==> config.mk <==
export PLATFORM = sky130hd
export DESIGN_NAME = br_demux_weighted_rr
export DESIGN_NICKNAME = d
export VERILOG_FILES = /design/src/rtl/br_demux_weighted_rr.sv
export SDC_FILE = /design/constraint.sdc
export NUM_CORES = 1
export LEC_CHECK = 0
export CAP_MARGIN = 20
export CORE_AREA = 2 2 39 41
export DETAILED_ROUTE_END_ITERATION = 7
export DIE_AREA = 0 0 41 43
export PLACE_DENSITY = 0.66
export SETUP_SLACK_MARGIN = 0.3
export SKIP_CTS_REPAIR_TIMING = 1
export SYNTH_ARGS = -nofsm -noshare
export SYNTH_HDL_FRONTEND = slang
export SYNTH_SLANG_ARGS = --single-unit
==> constraint.sdc <==
create_clock -name clk -period 1.55 [get_ports clk]
set_clock_uncertainty 0.05 [all_clocks]
set_input_delay 0.31 -clock clk [delete_from_list [all_inputs] [get_ports clk]]
set_output_delay 0.31 -clock clk [all_outputs]
set_load 0.02 [all_outputs]
==> src/rtl/br_demux_weighted_rr.sv <==
// Weighted round-robin 1->N distributor with a single registered slot per output.
// Latency: an accepted beat appears on pop_valid/pop_data of the chosen output the next cycle.
// Backpressure: push_ready is combinational from pop_ready; low when no weighted output has space.
module br_demux_weighted_rr #(
    parameter int NumOutputs           = 2,
    parameter int Width                = 1,
    parameter int MaxWeight            = 1,
    parameter int MaxAccumulatedWeight = MaxWeight,
    localparam int WeightWidth         = $clog2(MaxWeight + 1)
) (
    input  logic                              clk,
    input  logic                              rst,
    output logic                              push_ready,
    input  logic                              push_valid,
    input  logic [Width-1:0]                  push_data,
    input  logic [NumOutputs*WeightWidth-1:0] output_weight,
    input  logic [NumOutputs-1:0]             pop_ready,
    output logic [NumOutputs-1:0]             pop_valid,
    output logic [NumOutputs*Width-1:0]       pop_data
);
    localparam int AccWidth = $clog2(MaxAccumulatedWeight + 1);
    localparam int SumWidth = AccWidth + 1;
    localparam int IdxWidth = $clog2(NumOutputs);
    localparam logic [SumWidth-1:0] AccMax = SumWidth'(MaxAccumulatedWeight);

    if (NumOutputs < 2) begin : g_bad_num_outputs
        $error("NumOutputs must be >= 2");
    end
    if (Width < 1) begin : g_bad_width
        $error("Width must be >= 1");
    end
    if (MaxWeight < 1) begin : g_bad_max_weight
        $error("MaxWeight must be >= 1");
    end
    if (MaxAccumulatedWeight < MaxWeight) begin : g_bad_max_acc
        $error("MaxAccumulatedWeight must be >= MaxWeight");
    end

    logic [NumOutputs-1:0][WeightWidth-1:0] weight;
    logic [NumOutputs-1:0]                  space;
    logic [NumOutputs-1:0]                  eligible;
    logic [NumOutputs-1:0]                  hi;
    logic [NumOutputs-1:0]                  cand;
    logic [NumOutputs-1:0]                  sel;
    logic [IdxWidth-1:0]                    sel_idx;
    logic                                   any_hi;
    logic                                   replenish;
    logic                                   handshake;

    logic [NumOutputs-1:0]                  pop_valid_q, pop_valid_d;
    logic [NumOutputs-1:0][Width-1:0]       pop_data_q, pop_data_d;
    logic [NumOutputs-1:0][AccWidth-1:0]    acc_q, acc_d;
    logic [IdxWidth-1:0]                    last_q, last_d;

    assign weight = output_weight;
    assign space  = ~pop_valid_q | pop_ready;

    always_comb begin
        eligible = '0;
        hi       = '0;
        for (int i = 0; i < NumOutputs; i++) begin
            eligible[i] = space[i] && (weight[i] != '0);
            hi[i]       = acc_q[i] != '0;
        end
    end

    // Outputs still holding credit win; only when none do is everyone topped up.
    assign any_hi     = |(eligible & hi);
    assign replenish  = !any_hi;
    assign cand       = any_hi ? (eligible & hi) : eligible;
    assign push_ready = |eligible;
    assign handshake  = push_valid && push_ready;

    always_comb begin
        logic                found;
        logic [IdxWidth-1:0] idx;
        sel     = '0;
        sel_idx = last_q;
        found   = 1'b0;
        idx     = '0;
        for (int k = 1; k <= NumOutputs; k++) begin
            idx = IdxWidth'((int'(last_q) + k) % NumOutputs);
            if (!found && cand[idx]) begin
                sel[idx] = 1'b1;
                sel_idx  = idx;
                found    = 1'b1;
            end
        end
    end

    always_comb begin
        logic [SumWidth-1:0] sum;
        pop_valid_d = pop_valid_q & ~pop_ready;
        pop_data_d  = pop_data_q;
        acc_d       = acc_q;
        last_d      = last_q;
        sum         = '0;
        if (handshake) begin
            last_d = sel_idx;
            for (int i = 0; i < NumOutputs; i++) begin
                if (sel[i]) begin
                    pop_valid_d[i] = 1'b1;
                    pop_data_d[i]  = push_data;
                end
                // Add, charge the grant, then clamp: never wraps, never exceeds the ceiling.
                sum = SumWidth'(acc_q[i]);
                if (replenish) begin
                    sum = sum + SumWidth'(weight[i]);
                end
                if (sel[i]) begin
                    sum = (sum != '0) ? (sum - SumWidth'(1)) : '0;
                end
                acc_d[i] = (sum > AccMax) ? AccMax[AccWidth-1:0] : sum[AccWidth-1:0];
            end
        end
    end

    always_ff @(posedge clk or posedge rst) begin
        if (rst) begin
            pop_valid_q <= '0;
            pop_data_q  <= '0;
            acc_q       <= '0;
            last_q      <= IdxWidth'(NumOutputs - 1);
        end else begin
            pop_valid_q <= pop_valid_d;
            pop_data_q  <= pop_data_d;
            acc_q       <= acc_d;
            last_q      <= last_d;
        end
    end

    assign pop_valid = pop_valid_q;
    assign pop_data  = pop_data_q;

    a_push_stable: assert property (@(posedge clk) disable iff (rst)
        (push_valid && !push_ready) |=> (push_valid && $stable(push_data)));
    a_sel_onehot0: assert property (@(posedge clk) disable iff (rst) $onehot0(sel));
    a_sel_ready: assert property (@(posedge clk) disable iff (rst) ((|sel) == push_ready));

    for (genvar g = 0; g < NumOutputs; g++) begin : g_out_chk
        a_pop_stable: assert property (@(posedge clk) disable iff (rst)
            (pop_valid_q[g] && !pop_ready[g]) |=> (pop_valid_q[g] && $stable(pop_data_q[g])));
        a_acc_bound: assert property (@(posedge clk) disable iff (rst)
            (acc_q[g] <= AccMax[AccWidth-1:0]));
    end
endmodule

; ---- Word-level counts from Yosys, hierarchy flattened
; Cells that the tools add are included.
[word_totals]
regBits = 7
input_bits = 8
[op_classes]
bitwise_logic = 6
reduce_logical = 15
magnitude_cmp = 6
n_addsub = 6
muxes = 29
[ops]
columns = operator, count
row1 = two-way mux 2 bit, 14
row2 = two-way mux 1 bit, 13
row3 = logical AND 1 bit, 6
row4 = AND reduction 2 bit, 3
row5 = nonzero test 2 bit, 3
row6 = adder 1 x 1 -> 2 bit, 2
row7 = bitwise AND 2 bit, 2
row8 = greater-than comparator 2 x 1 -> 1 bit (second input constant), 2
row9 = less-than comparator 1 x 2 -> 1 bit (second input constant), 2
row10 = inverter 2 bit, 2
row11 = OR 2 bit, 2
row12 = OR reduction 2 bit, 2
row13 = subtractor 2 x 1 -> 2 bit (second input constant), 2
row14 = adder 1 bit (second input constant), 2
row15 = demux 1 bit (select 1 bit), 2
row16 = greater-or-equal comparator 1 bit (second input constant), 2
row17 = logical NOT 1 bit, 1

; ---- Logic depth before layout (Yosys ltp)
; Gate-level depths: netlist (run 1).
[logic_depth]
word_depth = 16
ltp_mapped = 5

; ---- Worst setup path after synthesis (run 1)
; OpenSTA, ideal clock, no wires.
[synth_path]
kind = register to register
from = register acc_q[0] (netlist bit)
to = register acc_q[0] (netlist bit)
setup_time_ns = 0.122
t_arrival_ns = 1.360
path_stages_with_launch = 5
slack_ns = 0.018
path_cell_list = dfrtp_1 > ha_1 > and3_4 > a221o_1 > a32o_1
[synth_between]
elab_chain_len = 13
elab_cells_between_ends = 23
cone_classes = 2 x add/sub / 1 x order compare / 14 x mux / 2 x bitwise / 4 x reduce/logical
[synth_rtl]
columns = item, line
row1 = "start, declared", 52  ; logic [NumOutputs-1:0][AccWidth-1:0] acc_q, acc_d;
row2 = "start signal, assigned", 122  ; acc_q <= '0;
row3 = "start signal, assigned", 127  ; acc_q <= acc_d;
row4 = bitwise AND 2 bit, "68, 70"
row5 = OR reduction 2 bit, 68  ; assign any_hi = |(eligible & hi);
row6 = two-way mux 2 bit, 70  ; assign cand = any_hi ? (eligible & hi) : eligible;
row7 = two-way mux 1 bit (implied by the code) (2 in series), 83  ; if (!found && cand[idx]) begin
row8 = two-way mux 1 bit, 83
row9 = logical NOT 1 bit, 83
row10 = logical AND 1 bit, 83
row11 = two-way mux 2 bit, 83
row12 = two-way mux 2 bit *, 110  ; if (sel[i]) begin
row13 = two-way mux 2 bit *, 98  ; if (handshake) begin
row14 = greater-than comparator 2 x 1 -> 1 bit, 113  ; acc_d[i] = (sum > AccMax) ? AccMax[AccWidth-1:0] : sum[AccWidth-1:0];
row15 = two-way mux 1 bit *, 113
; Mark *: on every way between the ends. The rest lies on a longest branch, timed or not. The select of a mux whose other input is x is not followed.
; A chain may end at the register's enable or synchronous reset.

; ---- Worst setup path in the final report (run 1)
; Same ends and word-level chain as after synthesis.

==> flow_summary_export.csv, run 1 <==
group,metric,value,unit
run_status,status,"finished, violations left",
run_status,violations,"negative setup slack",
detailed_routing,routed.top_layer,"met4",
detailed_routing,drc,0,
detailed_routing,drt_iter0_markers,10,
clock_network,clock_path_buffers,2,
detailed_routing,vias_per_cell,5.51,
power,leakagePower,0.479,nW
timing,worst_slew_pin_slew,262,ps
worst_setup_path,worstSetupEndpointType,"register",
run,max_cap_viol_count,0,
clock_network,clkTransAtPathRegs,50,ps
placed_design,io_buffers,12,
detailed_routing,met2_length,773,µm
placed_design,preCtsSetupSlack,-454,ps
global_route,first_global_vias,464,
worst_setup_path,critPathKind,"register to register",
timing,min_period,1570,ps
clock_network,cts_tree,"done",
die,die_height,43,µm
synth,async_flop_share,100,%
synth,synth-edff-count,0,
timing,slew_viol_final,0,
worst_setup_path,arrival,1650,ps
detailed_routing,ant_nets,0,
power,peakVddDrop,864,µV
detailed_routing,wl_per_cell,14.9,µm
timing,setup_ws,-21.9,ps
die,design.core.area,1380,µm²
global_route,grt_use_total,16.8,%
clock_network,cts.sinks,7,
synth,ys_seq_elements,7,
detailed_routing,routed_wl,1.49,mm
clock_network,clkLatencyLatePin,250,ps
finish,drive_gt1_share,54.8,%
synth,syn-num-nets,61,
timing,rsz0062_at_grt,"yes",
finish,nNetsFinal,95,
die,initial_core_util,35.3,%
detailed_routing,route.met3.wl,60,µm
worst_hold_path,hold_class,"input port to asynchronous set/reset pin",
detailed_routing,vias,551,
placed_design,detailed_place.area,731,µm²
timing,clock.fmax,636,MHz
placed_design,place.gp.congestion,0.813,
global_route,grt_first_pass_wirelength,2.01,mm
global_route,overflow,0,
clock_network,h-tree-depth,1,
die,core.rowCount,14,
finish,final_common_cell,"buf_4",
clock_network,ctsRootBufferMaster,"clkbuf_4",
synth,synthCells,51,
synth,syn_area,488,µm²
synth,yosys_most_used_dff,"dfrtp_1",
finish,synthToLayoutAreaGrowth,89.2,%
finish,diodes,0,
synth,ys_warn_count,0,
timing,finalSetupViolations,1,
finish,seqCellArea,180,µm²
die,io_pins,13,
worst_setup_path,crit_path_max_fanout,2,
synth,synth.yosys.seq_area_share,36.2,%
global_route,grt_max_degree,9,
placed_design,hpwl,952,µm
synth,synth.avg_cell_area,9.57,µm²
finish,fin_area,923,µm²
timing,relSlewSlack,82.5,%
detailed_routing,met1_length,610,µm
timing,period_share,101,%
finish,n_fill_cell,108,
global_route,antenna_found_initial,0,
finish,final_cell_mix,"buf_4, buf_6, dlymetal6s2s_1",
die,dieArea,1760,µm²
detailed_routing,first_pass_iters,4,
timing,final_hold_viol_count,0,
finish,final_util,66.7,%
worst_setup_path,startpoint_type,"register",
worst_setup_path,reg2regPathDepth,4,
die,chipWidth,41,µm
synth,yosysUniqueCellTypes,31,
clock_network,cts_buffers,3,
worst_setup_path,required,1630,ps
power,powerDensity,1400,nW/µm²
timing,tns,-21.9,ps
power,power.total,1.29,mW
finish,multi_input_area,373,µm²
layer usage:
| metal | vias up | GRT usage [%] |
|---|---|---|
| met4 | 0 | 8.00 |
| met1 | 272 | 23.7 |
| li1 | 259 | - |
| met3 | 6 | 3.14 |
| met5 | - | 0 |
| met2 | 14 | 23.8 |
metrics by stage:
stage	cells	hold WS [ps]
after floorplan	51	62.5
after global placement	88	442
after detailed placement	88	452
after CTS	92	239
after global routing	100	262
final	100	241
power breakdown:
group / total, mW / switching, mW / internal (mW)
Sequential: 0.343 / 0.0774 / 0.266
Clock: 0.160 / 0.0621 / 0.0979
Combinational: 0.785 / 0.341 / 0.444
critical path, stage by stage, from the launching register on:
cell and delay [ps]:
dfrtp_1 420, ha_4 230, and3_4 160, a221o_1 350, a32o_2 250
path summary, 6_finish.rpt:
check	start	to	slack [ps]
max	acc_q[0]$_DFFE_PP0P_	acc_q[0]$_DFFE_PP0P_	-20
min	rst	pop_data[1]$_DFFE_PP0P_	240
max reg2reg	acc_q[0]$_DFFE_PP0P_	acc_q[0]$_DFFE_PP0P_	-20
min reg2reg	pop_data[1]$_DFFE_PP0P_	pop_data[1]$_DFFE_PP0P_	460
max in group asynchronous	rst	last_q$_DFFE_PP1P_	940
min in group clk	pop_ready[1]	pop_valid[1]$_DFF_PP0_	420
cell families after synthesis:
group | Yosys count | share of synthesized area (%)
AND/OR/NAND/NOR | 20 | 25.1
AO/OA/AOI/OAI | 13 | 20.8
flip-flops | 7 | 36.2
buffers and inverters | 6 | 6.15
multiplexers | 3 | 6.67
adder cells (fa/ha/maj) | 2 | 5.13
flip-flops by register name, indices dropped and copies added (netlist names):
name       count
acc_q          2
last_q         1
pop_data       2
pop_valid      2
cells in the mapped netlist, drive strengths merged (2+ instances only):
cell type / instances / area [µm²]
o2111ai: 2 / 17.5
nor2b: 2 / 12.5
nand2: 5 / 18.8
mux2: 2 / 22.5
dfrtp: 6 / 150
ha: 2 / 25.0
nand2b: 3 / 26.3
nand3: 4 / 20.0
inv: 3 / 11.3
clkbuf: 2 / 7.51
a21oi: 2 / 13.8
layout make-up:
type                    instances  area share (%)
clock buffers                   4            2.85
inverters                       3            1.22
multi-input cells              38            40.4
flip-flops and latches          7            19.5
well taps                      16            2.17
repair buffers                 32            33.9
No activity file was read; power rests on OpenSTA's default activity.
==> inputs of run 2 (changes only) <==
--- a/config.mk
+++ b/config.mk
@@ -11,7 +11,6 @@
 export DIE_AREA = 0 0 41 43
 export PLACE_DENSITY = 0.66
 export SETUP_SLACK_MARGIN = 0.3
-export SKIP_CTS_REPAIR_TIMING = 1
 export SYNTH_ARGS = -nofsm -noshare
 export SYNTH_HDL_FRONTEND = slang
 export SYNTH_SLANG_ARGS = --single-unit
==> flow_summary_export.csv, run 2 (synthesis results as in run 1) <==
group,metric,value,unit
run_status,status,"finished, final reports clean",
worst_setup_path,startpoint_type,"register",
worst_setup_path,worstSetupEndpointType,"register",
worst_hold_path,hold_class,"input port to asynchronous set/reset pin",
worst_setup_path,required,1640,ps
placed_design,place.gp.congestion,0.813,
global_route,antenna_found_initial,0,
detailed_routing,drt_iter0_markers,5,
worst_setup_path,slowest_stage,"dfstp_2",
global_route,met3_usage,3.14,%
worst_setup_path,crit_path_max_fanout,3,
timing,finalSetupViolations,0,
finish,final_common_cell,"buf_4",
global_route,overflow,0,
power,leakagePower,0.452,nW
worst_setup_path,path_cells,"nor2b_4 > a21oi_4 > a221o_1 > a32o_2",
run,max_cap_viol_count,0,
finish,synthToLayoutAreaGrowth,92.8,%
detailed_routing,vias_per_cell,5.20,
clock_network,clkTransAtPathRegs,60,ps
clock_network,clkLatencyLatePin,250,ps
clock_network,cts_buffers,3,
finish,final_util,68.0,%
die,design.core.area,1380,µm²
finish,diodes,0,
global_route,grt_first_pass_wirelength,2.42,mm
timing,relSlewSlack,82.2,%
die,chipWidth,41,µm
detailed_routing,drc,0,
clock_network,h-tree-depth,1,
timing,slew_viol_final,0,
global_route,use_met1,28.3,%
detailed_routing,first_pass_iters,4,
worst_setup_path,arrival,1580,ps
clock_network,cts_tree,"done",
clock_network,clock_path_buffers,2,
timing,min_period,1490,ps
timing,period_share,96.0,%
detailed_routing,ant_nets,0,
timing,rsz0062_at_grt,"yes",
timing,clock.fmax,672,MHz
die,dieArea,1760,µm²
global_route,busiest_layer,"met2",
die,core.rowCount,14,
placed_design,hpwl,952,µm
power,powerDensity,1450,nW/µm²
detailed_routing,wl_per_cell,15.4,µm
detailed_routing,vias,536,
detailed_routing,routed_wl,1.59,mm
worst_setup_path,critical-path-max-stage-delay,560,ps
global_route,grt_use_total,20.4,%
global_route,first_global_vias,541,
finish,final_cell_mix,"buf_4, buf_6, dfrtp_1",
finish,drive_gt1_share,60.9,%
finish,nNetsFinal,98,
power,peakVddDrop,822,µV
clock_network,holdBufCountCts,0,
clock_network,cts.sinks,7,
worst_setup_path,critPathKind,"register to register",
clock_network,ctsRootBufferMaster,"clkbuf_4",
power,power.total,1.36,mW
global_route,grt_max_degree,9,
die,initial_core_util,35.3,%
die,die_height,43,µm
timing,final_hold_viol_count,0,
placed_design,io_buffers,12,
die,io_pins,13,
timing,tns,0,ps
timing,worst_slew_pin_slew,267,ps
global_route,met2_usage,30.6,%
[run 2: cell count changes in the layout (fill, tap and decap cells not counted), moves of 2 or more]
| cell | previous run | this run |
|---|---|---|
| buf_2 | 0 | 3 |
| buf_4 | 12 | 14 |
| dlygate4sd2_1 | 0 | 3 |
| dlymetal6s2s_1 | 6 | 0 |
| nand2_1 | 5 | 3 |
| nand2_2 | 0 | 2 |
[run 2: worst paths after layout]
kind	slack (ps)	from	endpoint	cells past startpoint
min in group clk	460	pop_data[1]$_DFFE_PP0P_	pop_data[1]$_DFFE_PP0P_	1
min	240	rst	pop_data[1]$_DFFE_PP0P_	2
max	60	last_q$_DFFE_PP1P_	acc_q[0]$_DFFE_PP0P_	4
min reg2reg	460	pop_data[1]$_DFFE_PP0P_	pop_data[1]$_DFFE_PP0P_	1
max reg2reg	60	last_q$_DFFE_PP1P_	acc_q[0]$_DFFE_PP0P_	4
max in group asynchronous	930	rst	last_q$_DFFE_PP1P_	2
[run 2: critical path: cells and delay by family, from the launching register on]
kind             cells  cell delay [ps]
AO/OA/AOI/OAI        3              600
flip-flops           1              560
AND/OR/NAND/NOR      1              170
[run 2: per-layer routing]
metal / wire, µm / part of all wire (%)
met1: 696 / 44
met2: 861 / 54
met3: 21 / 1.3
met4: 6 / 0.38
met5: 0 / 0
[run 2: cell type report]
class / count / area [µm²]
Clock buffer: 4 / 26.3
Fill cell: 113 / 443
Inverter: 3 / 11.3
Multi-Input combinational cell: 38 / 385
Sequential cell: 7 / 179
Tap cell: 16 / 20.0
Timing Repair Buffer: 35 / 319
[run 2: what timing repair did]
action                                  in CTS  in global routing
pin swaps                                   10                  8
setup buffers                                7                  4
gates resized for setup                     44                 10
endpoints found under the setup margin      12                 10
[run 2: report_power, final]
part | switching [mW] | internal [mW] | leakage [nW] | total [mW]
Sequential | 0.0761 | 0.263 | 0.0819 | 0.339
Clock | 0.0661 | 0.0982 | 0.0150 | 0.164
Combinational | 0.364 | 0.497 | 0.355 | 0.861
Total | 0.506 | 0.859 | 0.452 | 1.36
[run 2: stage by stage]
stage	instance area, µm²	instances	hold slack (ps)	worst slack [ps]
finish	941	103	239	61.8
global route	941	103	265	9.63
CTS	886	99	239	54.6
detailed placement	731	88	452	-454
global placement	731	88	442	-451
floorplan	519	51	62.5	32.6
==> variant, RTL diff (settings of run 1) <==
Make the reset (`rst`) synchronous in one clocked block.
--- a/src/rtl/br_demux_weighted_rr.sv
+++ b/src/rtl/br_demux_weighted_rr.sv
@@ -115,7 +115,7 @@
         end
     end
 
-    always_ff @(posedge clk or posedge rst) begin
+    always_ff @(posedge clk) begin
         if (rst) begin
             pop_valid_q <= '0;
             pop_data_q  <= '0;
Function: differs if rst is asserted again (counterexample within 4 cycles, from zero or initial values and one cycle with rst high); with rst held inactive, the same outputs for 10 cycles.
==> variant against run 1 <==
  * The run still ends with setup timing left
  * Setup slack improved by 0.017 ns
  * Sequential cell count did not move
  * Area after synthesis down 10%
  * Via count decreased by 2.5%
  * Final area rose by 3.5%
  * Wire length increased by 11%
  * Largest cell class unchanged
Power is not compared: it rests on default switching activity, and its combinational part moved more than twofold at a synthesized area within 25%.
==> variant: results (changes against run 1) <==
- Critical path's top delay family: simple AND/OR/NAND/NOR gates
- Final core occ: 0.6908 (+0.02351)
- Share of cells above drive strength 1: 0.6506 (+0.1030)
- Setup violations, final: 1 (unchanged)
- First-pass GRT wire length: 1.925 mm (-4.1%)
- Largest cells by area after synthesis: dfxtp_1 32%, a21oi_1 6.8%, a211oi_1 6.8%
- Post-synth top area cell: dfxtp_1
- Crit Reg-Reg Endpoint: acc_q[0]
- Vias in the first global route: 456 (-1.7%)
- Power in the clock group: around 180 uW
- Status: finished, violations left
- Max stage delay cell, worst path: or4b_4
- Synth cell count leaders: 7 x dfxtp_1, 6 x a21oi_1, 4 x a211oi_1, 4 x nand2_1, 3 x nor2_1
- CP Max Fanout: 3 (+1)
- Met1 wire length: 719 um (+18%)
- Worst Path Arrival: 1.67 ns (+0.02 ns)
- Half-perimeter wire length after detailed placement: 869.4 um (-8.7%)
- Fillcell total: 97 (-10%)
- Failing checks: setup timing
- Syn Nets: 60 (-1.6%)
- Final Worst Setup Slack: -0.004563 ns (+0.01735 ns)
- Slowest Stage Delay on Critical Path: 0.54 ns (+0.12 ns)
- Nets: 94 (-1.1%)
- Post-synth ARST share: 0 (-1.000)
- Met3 Resource Use GR: 0.04712 (+0.01571)
- Met1 GRT Util: 0.1961 (-0.04070)
- Library cells used by synthesis: 26 (-16%)
- Via count: 537 (-2.5%)
- Slew margin rel.: 0.7774 (-0.04753)
- Post-route setup TNS: -0.004563 ns (+0.01735 ns)
- Metal2 WL: 855 um (+11%)
- Fin Hold WS: 0.3134 ns (+0.07210 ns)
- Routability cong.: 0.8558 (+5.2%)
- Seq/Total Area, Yosys: 0.3191 (-0.04245)
- Pre-CTS WS: -0.4455 ns (+0.008593 ns)
- Maximum number of pins on one net before global-route repair: 8 (-1)
- WL met3: 50 um (-17%)
- Placed Area: 670.6 sq um (-8.2%)
- Crit. Startpoint: pop_valid[0]
- Wire length per cell: 16.65 um (+12%)
- Power Sequential: roughly 230 uW
- FF-to-FF path depth: 6 (+2)
- Highest Signal Layer: met4
- HP Class: input port to flip-flop
- Fin cells: 99 (-1.0%)
- Worst setup endpoint: acc_q[0]
- Post-Syn Area per Cell: 8.783 sq um (-8.2%)
-- variant: cells by family (layout without fill, tap and decap cells) --
kind of cell               Yosys count  count (layout)  share of synthesized area
AOI/OAI and AO/OA                   19              19                     0.2963
adders and majority gates            3               3                    0.07976
buffers and inverters                3              36                    0.02564
DFF                                  7               7                     0.3191
muxes                                2               2                    0.04559
and+or+nand+nor                     16              16                     0.2336
-- variant: layout make-up --
class | instances | area share
inverters | 2 | 0.01309
clock buffers | 4 | 0.02749
well taps | 16 | 0.02094
repair buffers | 30 | 0.3194
flip-flops and latches | 7 | 0.1610
multi-input cells | 40 | 0.4581
-- variant: worst min path at each step --
stage                     depth (start not counted)          from            to
after floorplan                                   2     push_data   pop_data[1]
after global placement                            2   pop_data[1]   pop_data[1]
after detailed placement                          2   pop_data[0]   pop_data[0]
after CTS                                         2   pop_data[0]   pop_data[0]
after global routing                              3  pop_ready[1]  pop_valid[1]
final                                             3  pop_ready[1]  pop_valid[1]
